## src/rtl/pi_loop_filter.sv

```systemverilog
// ============================================================================
// Module      : pi_loop_filter
// Description : Proportional-integral loop filter for a bang-bang phase
//               detector. It steers an oscillator control word, with
//               saturating arithmetic and an optional ACQ/TRACK lock
//               detector that switches between two gain sets.
//               Optional feature macro: PI_LF_LOCK_DET_EN (lock FSM in/out).
// Revision    : 1.0 - initial release
// ============================================================================
`default_nettype none

module pi_loop_filter #(
  parameter int W        = 24,
  parameter int KP_ACQ   = 64,
  parameter int KP_TRK   = 8,
  parameter int KI_ACQ   = 4,
  parameter int KI_TRK   = 1,
  parameter int LOCK_CNT = 256,
  parameter int RUN_MAX  = 4,
  parameter int LOSS_RUN = 16
) (
  input  logic         clk,
  input  logic         rst,
  input  logic         en,
  input  logic         up,
  input  logic         dn,
  input  logic         load,
  input  logic [W-1:0] load_val,
  output logic [W-1:0] ctrl_out,
  output logic [W-1:0] integ_out,
  output logic         locked,
  output logic         sat
);

  // Two guard bits: one for the sign, one for carry above 2^W-1.
  localparam int c_ext_w = W + 2;

  localparam logic [W-1:0] c_mid = {1'b1, {(W-1){1'b0}}};

  localparam logic signed [c_ext_w-1:0] c_ki_acq = c_ext_w'(KI_ACQ);
  localparam logic signed [c_ext_w-1:0] c_ki_trk = c_ext_w'(KI_TRK);
  localparam logic signed [c_ext_w-1:0] c_kp_acq = c_ext_w'(KP_ACQ);
  localparam logic signed [c_ext_w-1:0] c_kp_trk = c_ext_w'(KP_TRK);

  // Reject parameter sets the datapath and counters cannot represent.
  if (W < 8 || W > 32 || LOCK_CNT < 1 || RUN_MAX < 1 || LOSS_RUN < RUN_MAX ||
      KP_ACQ < 0 || KP_TRK < 0 || KI_ACQ < 0 || KI_TRK < 0) begin : g_param_err
    $error("pi_loop_filter: illegal parameter combination");
  end

  // --------------------------------------------------------------------------
  // Error decode: 2'b01 = +1, 2'b11 = -1, 2'b00 = 0 (both or neither asserted)
  // --------------------------------------------------------------------------
  logic       w_err_pos;
  logic       w_err_neg;
  logic [1:0] w_err;

  assign w_err_pos = up & ~dn;
  assign w_err_neg = dn & ~up;
  assign w_err     = w_err_pos ? 2'b01 : (w_err_neg ? 2'b11 : 2'b00);

  // Gain set selection; the lock detector drives w_trk when it is built in.
  logic w_trk;

  // --------------------------------------------------------------------------
  // Saturating datapath
  // --------------------------------------------------------------------------
  logic signed [c_ext_w-1:0] w_ki;
  logic signed [c_ext_w-1:0] w_kp;
  logic signed [c_ext_w-1:0] w_step_i;
  logic signed [c_ext_w-1:0] w_step_p;
  logic signed [c_ext_w-1:0] w_sum_i;
  logic signed [c_ext_w-1:0] w_sum_p;
  logic [W-1:0]              w_integ_new;
  logic [W-1:0]              w_ctrl_new;
  logic                      w_sat;

  logic [W-1:0] r_integ;
  logic [W-1:0] r_ctrl;
  logic         r_sat;

  // Clamp an extended signed value into [0, 2^W-1].
  function automatic logic [W-1:0] f_clamp(input logic signed [c_ext_w-1:0] v);
    if (v[c_ext_w-1])
      return '0;
    else if (|v[c_ext_w-2:W])
      return '1;
    else
      return v[W-1:0];
  endfunction

  // True when clamping changes the value (negative or above 2^W-1).
  function automatic logic f_out_of_range(input logic signed [c_ext_w-1:0] v);
    return v[c_ext_w-1] | (|v[c_ext_w-2:W]);
  endfunction

  assign w_ki     = w_trk ? c_ki_trk : c_ki_acq;
  assign w_kp     = w_trk ? c_kp_trk : c_kp_acq;
  assign w_step_i = w_err_pos ? w_ki : (w_err_neg ? -w_ki : '0);
  assign w_step_p = w_err_pos ? w_kp : (w_err_neg ? -w_kp : '0);

  // Proportional term rides on the already-updated integrator value.
  assign w_sum_i     = signed'({2'b00, r_integ}) + w_step_i;
  assign w_integ_new = f_clamp(w_sum_i);
  assign w_sat       = f_out_of_range(w_sum_i);
  assign w_sum_p     = signed'({2'b00, w_integ_new}) + w_step_p;
  assign w_ctrl_new  = f_clamp(w_sum_p);

  // Integrator, control word and saturation flag; load overrides a sample.
  always_ff @(posedge clk or posedge rst) begin
    if (rst) begin
      r_integ <= c_mid;
      r_ctrl  <= c_mid;
      r_sat   <= 1'b0;
    end else if (load) begin
      r_integ <= load_val;
      r_ctrl  <= load_val;
      r_sat   <= 1'b0;
    end else if (en) begin
      r_integ <= w_integ_new;
      r_ctrl  <= w_ctrl_new;
      r_sat   <= w_sat;
    end
  end

  assign integ_out = r_integ;
  assign ctrl_out  = r_ctrl;
  assign sat       = r_sat;

`ifdef PI_LF_LOCK_DET_EN
  // --------------------------------------------------------------------------
  // Lock detector: counts well-behaved samples in ACQ, watches for long
  // same-sign runs (a sign of lost lock) in TRACK.
  // --------------------------------------------------------------------------
  localparam int c_run_w = $clog2(LOSS_RUN + 1);
  localparam int c_q_w   = $clog2(LOCK_CNT + 1);

  localparam logic [c_run_w-1:0] c_run_max  = c_run_w'(RUN_MAX);
  localparam logic [c_run_w-1:0] c_loss_run = c_run_w'(LOSS_RUN);
  localparam logic [c_q_w-1:0]   c_q_last   = c_q_w'(LOCK_CNT - 1);

  typedef enum logic [0:0] {
    S_ACQ   = 1'b0,
    S_TRACK = 1'b1
  } state_t;

  state_t             r_state;
  logic               r_locked;
  logic [c_q_w-1:0]   r_qcnt;
  logic [c_run_w-1:0] r_run;
  logic [1:0]         r_sign;
  logic [c_run_w-1:0] w_run_new;

  assign w_trk = (r_state == S_TRACK);

  // Run length after the current sample; a first or sign-flipping error restarts at 1.
  always_comb begin
    w_run_new = r_run;
    if (w_err != 2'b00) begin
      if (w_err == r_sign)
        w_run_new = (r_run >= c_loss_run) ? r_run : r_run + 1'b1;
      else
        w_run_new = c_run_w'(1);
    end
  end

  // ACQ/TRACK state machine with run/qualification counters and registered lock flag.
  always_ff @(posedge clk or posedge rst) begin
    if (rst) begin
      r_state  <= S_ACQ;
      r_locked <= 1'b0;
      r_qcnt   <= '0;
      r_run    <= '0;
      r_sign   <= 2'b00;
    end else if (load) begin
      r_state  <= S_ACQ;
      r_locked <= 1'b0;
      r_qcnt   <= '0;
      r_run    <= '0;
      r_sign   <= 2'b00;
    end else if (en) begin
      r_run <= w_run_new;
      if (w_err != 2'b00)
        r_sign <= w_err;
      case (r_state)
        S_ACQ: begin
          if (w_run_new < c_run_max) begin
            if (r_qcnt == c_q_last) begin
              r_state  <= S_TRACK;
              r_locked <= 1'b1;
              r_qcnt   <= '0;
            end else begin
              r_qcnt <= r_qcnt + 1'b1;
            end
          end else begin
            r_qcnt <= '0;
          end
        end
        S_TRACK: begin
          if (w_run_new >= c_loss_run) begin
            r_state  <= S_ACQ;
            r_locked <= 1'b0;
            r_qcnt   <= '0;
          end
        end
        default: begin
          r_state  <= S_ACQ;
          r_locked <= 1'b0;
          r_qcnt   <= '0;
        end
      endcase
    end
  end

  assign locked = r_locked;
`else
  // Lock detector compiled out: acquisition gains always apply.
  assign w_trk  = 1'b0;
  assign locked = 1'b0;
`endif

endmodule

`default_nettype wire

```

## config.mk

```make
export PLATFORM = sky130hd
export DESIGN_NAME = pi_loop_filter
export DESIGN_NICKNAME = d
export VERILOG_FILES = /design/src/rtl/pi_loop_filter.sv
export SDC_FILE = /design/constraint.sdc
export NUM_CORES = 1
export LEC_CHECK = 0
export ABC_AREA = 0
export ABC_CLOCK_PERIOD_IN_PS = 5170
export CORE_MARGIN = 2
export CORE_UTILIZATION = 50
export CTS_BUF_LIST = sky130_fd_sc_hd__clkbuf_8 sky130_fd_sc_hd__clkbuf_16
export DETAILED_ROUTE_END_ITERATION = 12
export GPL_ROUTABILITY_DRIVEN = 0
export PLACE_DENSITY = 0.8
export SETUP_SLACK_MARGIN = 0.2
export SLEW_MARGIN = 30
export SYNTH_ARGS = -nofsm -noshare
export SYNTH_HDL_FRONTEND = slang
export SYNTH_SLANG_ARGS = --single-unit
```

## constraint.sdc

```tcl
create_clock -name clk -period 5.17 [get_ports clk]
set_input_delay 1.034 -clock clk [delete_from_list [all_inputs] [get_ports clk]]
set_output_delay 1.034 -clock clk [all_outputs]
set_load 0.005 [all_outputs]
```

==> flow_metrics.tcl <==
set metrics [dict create \
    synth_cells 799 \
    rr_endpoint "ctrl_out[13]" \
    sw_frac_of_total_pct 42.08 \
    dp_hpwl_mm 17.12 \
    final_common_cell "buf_4" \
    synth.area.top_cells "dfrtp_1 (19%), a21oi_1 (6.1%), o21ai_0 (4.9%)" \
    start_kind "input port" \
    cpLargestDelayFamily "compound AO/OA/AOI/OAI gates" \
    fin_crit_ps 5047 \
    worst_slew_pin_slew_ps 966.8 \
    critPathMaxFanout 5 \
    routed_wl_mm 27.10 \
    worstHoldPathCells 2 \
    grt_max_degree 50 \
    ys_async_sr_fraction_pct 100.0 \
    setup_violations 0 \
    via_per_inst 7.008 \
    min_to "ctrl_out[7]" \
    clk_pin_slew_worst_paths_ps 80 \
    period_share_pct 97.63 \
    yosysWarnings 0 \
    holdWs_ps 555.7 \
    min_path_type "reg2reg" \
    antenna_found_initial 0 \
    htreeDepth 2 \
    crit_buf_inv 8 \
    drive_above_1_share_pct 30.36 \
    busiest_layer "met2" \
    power_leakage_nw 3.750 \
    ys_ff_latch 49 \
    cp_slowest_stage_delay_ps 420 \
    clockBufferDepth 2 \
    clkPwrFrac_pct 18.5 \
    num_rows 40 \
    cp.arrival_ps 5220 \
    num_io_pins 80 \
    fin_nets 1056 \
    grt_pass1_vias 7363 \
    fillers 789 \
    crit_top_cell "ha_4" \
    cts_tree "done" \
    clk_latency_ps 310 \
    ys_seq_area_share_pct 20.18 \
    seqPwrFrac_pct 24.6 \
    drtPass1Iterations 7 \
    drt_iter0_markers 1338 \
    power_density_nw_per_um2 246.5 \
    vdd_ir_drop_max_v 0.0002790 \
    slew_headroom_pct 35.48 \
    drcViolationCount 0 \
    instances_no_fill 1168 \
    core-area_um2 11960 \
    die-width_um 114.3 \
    multi_input_area_um2 4811 \
    max_freq_mhz 198.1 \
    regToRegSetupSlack_ps 520 \
    yosys.area.top_type "dfrtp_1" \
    hold_path_startpoint "ctrl_out[7]" \
    initial_core_util_pct 50.89 \
    syn_area_um2 6087 \
    power.internal_mw 1.275 \
    report.final.slew_viol_count 0 \
    regArea_um2 1229 \
    grt_pass1_wl_mm 38.74 \
    syn-num-nets 835 \
    end_kind "flip-flop" \
    synth_edf_count 0 \
    cts_buffers 5 \
    fin_util_pct 74.67 \
    vias 8185 \
    cap_violations 0 \
    die_h_um 114.3 \
    die_area_um2 13070 \
    grt_use_total_pct 37.35 \
    dp.cells 1150 \
    port_buffers 78 \
    wl_per_cell_um 23.20 \
    power_switching_mw 0.9264 \
    crit_slowest_cell "a2111o_1" \
    comb_power_share_pct 57.0 \
    cts_root_buf "clkbuf_16" \
    overflow 0 \
    drtAntennaViolNets 0 \
    yosys_most_used_dff "dfrtp_1" \
    grt_util_met2_pct 58.10 \
    skew_ps 11.56 \
    reg2reg_from "integ_out[3]" \
    rr_worst_depth 23 \
    synth_cell_types 102 \
    hold_viol_final 0 \
    gr-usage-met3_pct 6.670 \
    grtUsageMet1_pct 51.37 \
    num_antenna_cells 0 \
    outcome "finished, final reports clean" \
    synth_top_area_share_pct 19.32 \
    area_delta_synth_final_pct 46.72 \
    clock_sinks 49 \
    critPathKind "in2reg" \
    required_ps 5350 \
    final_cell_mix "buf_4 (192), clkdlybuf4s50_1 (75), a21oi_1 (68), nor2_1 (60), o21ai_0 (57)" \
    ctsHoldBuffers 0 \
    rsz0062_at_grt "yes" \
    syn_avg_cell_area_um2 7.618 \
]
-- Yosys cell counts (all sizes together), types with 7 or more instances --
| master | instances |
|---|---|
| a21o | 16 |
| o211ai | 14 |
| nor4 | 15 |
| dfrtp | 47 |
| nor3b | 9 |
| o21a | 14 |
| and3b | 7 |
| a22o | 9 |
| a211oi | 16 |
| mux2i | 10 |
| buf | 32 |
| xor2 | 17 |
| a31oi | 25 |
| inv | 16 |
| a32oi | 7 |
| a221oi | 11 |
| o31ai | 8 |
| nand2 | 51 |
| xnor2 | 28 |
| and2 | 9 |
| nor2 | 61 |
| and3 | 10 |
| nor3 | 23 |
| nand3 | 12 |
| a21oi | 75 |
| or2 | 18 |
| o21ai | 72 |
| clkbuf | 37 |
-- cell type report --
| cell class | instances | area share (%) |
|---|---|---|
| clock buffer | 5 | 1.401 |
| clock inverter | 3 | 0.5604 |
| inverter | 17 | 0.9106 |
| multi-input combinational | 664 | 53.87 |
| sequential | 49 | 13.76 |
| tap | 147 | 2.059 |
| timing repair buffer | 283 | 27.44 |
-- cells by family after synthesis --
| logic type | count (synthesis) | synth area share (%) |
|---|---|---|
| other cells | 1 | 0.06161 |
| flops | 49 | 20.19 |
| fa+ha+maj | 6 | 1.233 |
| xor+xnor | 45 | 6.475 |
| compound gates | 348 | 40.51 |
| buf+inv | 86 | 6.660 |
| simple gates | 250 | 22.49 |
| mux | 14 | 2.384 |
-- flip-flops by register name, summed over array words and instances, names as in the netlist --
signal     count
ctrl_out      24
integ_out     24
sat            1
-- stage by stage --
| stage | TNS [ps] | area [um^2] | worst slack, ps | total power, mW |
|---|---|---|---|---|
| 2_1_floorplan | -16790 | 6218 | -733.1 | 1.109 |
| 3_3_place_gp | -14690 | 8315 | -635.3 | 1.599 |
| 3_5_place_dp | -17240 | 8318 | -760.4 | 1.621 |
| 4_1_cts | 0 | 8665 | 225.6 | 2.053 |
| 5_1_grt | 0 | 8931 | 8.376 | 2.282 |
| 6_report | 0 | 8931 | 122.8 | 2.202 |
-- what timing repair did --
| action | 4_1_cts | 5_1_grt |
|---|---|---|
| resized for setup | 25 | 39 |
| setup buffers | 4 | 3 |
| hold endpoints to repair | 0 | 0 |
| pin swaps | 10 | 19 |
| gates cloned | 2 | 1 |
| endpoints found under the setup margin | 24 | 24 |
-- metal layers --
layer  wire length, um  vias up  share of wire, %
met5                 0        -                 0
li1                  -     3493                 -
met2             11910      717                44
met1              9991     3772                37
met4              1612        0               5.9
met3              3584      203                13
-- worst min-delay path, delay by kind of cell (launching register included) --
kind	cells	cell delay [ps]
DFF	1	350
AOI/OAI and AO/OA	2	170
-- worst max path at each step --
stage               start           end  slack [ps]  cells after the start
global route           up  ctrl_out[13]           8                     27
finish                 up  ctrl_out[13]         120                     27
CTS                    up   ctrl_out[1]         230                     25
global placement       up  ctrl_out[10]        -640                     23
detailed placement     up  ctrl_out[19]        -760                     23
floorplan              up  ctrl_out[10]        -730                     28
-- power groups by stage --
stage	sequential, mW	combinational, mW	clock, mW
floorplan	0.485	0.624	0
global placement	0.535	1.06	0
detailed placement	0.536	1.09	0
CTS	0.531	1.13	0.398
global route	0.545	1.32	0.420
finish	0.541	1.25	0.407
Power figures use the tool's default switching activity.
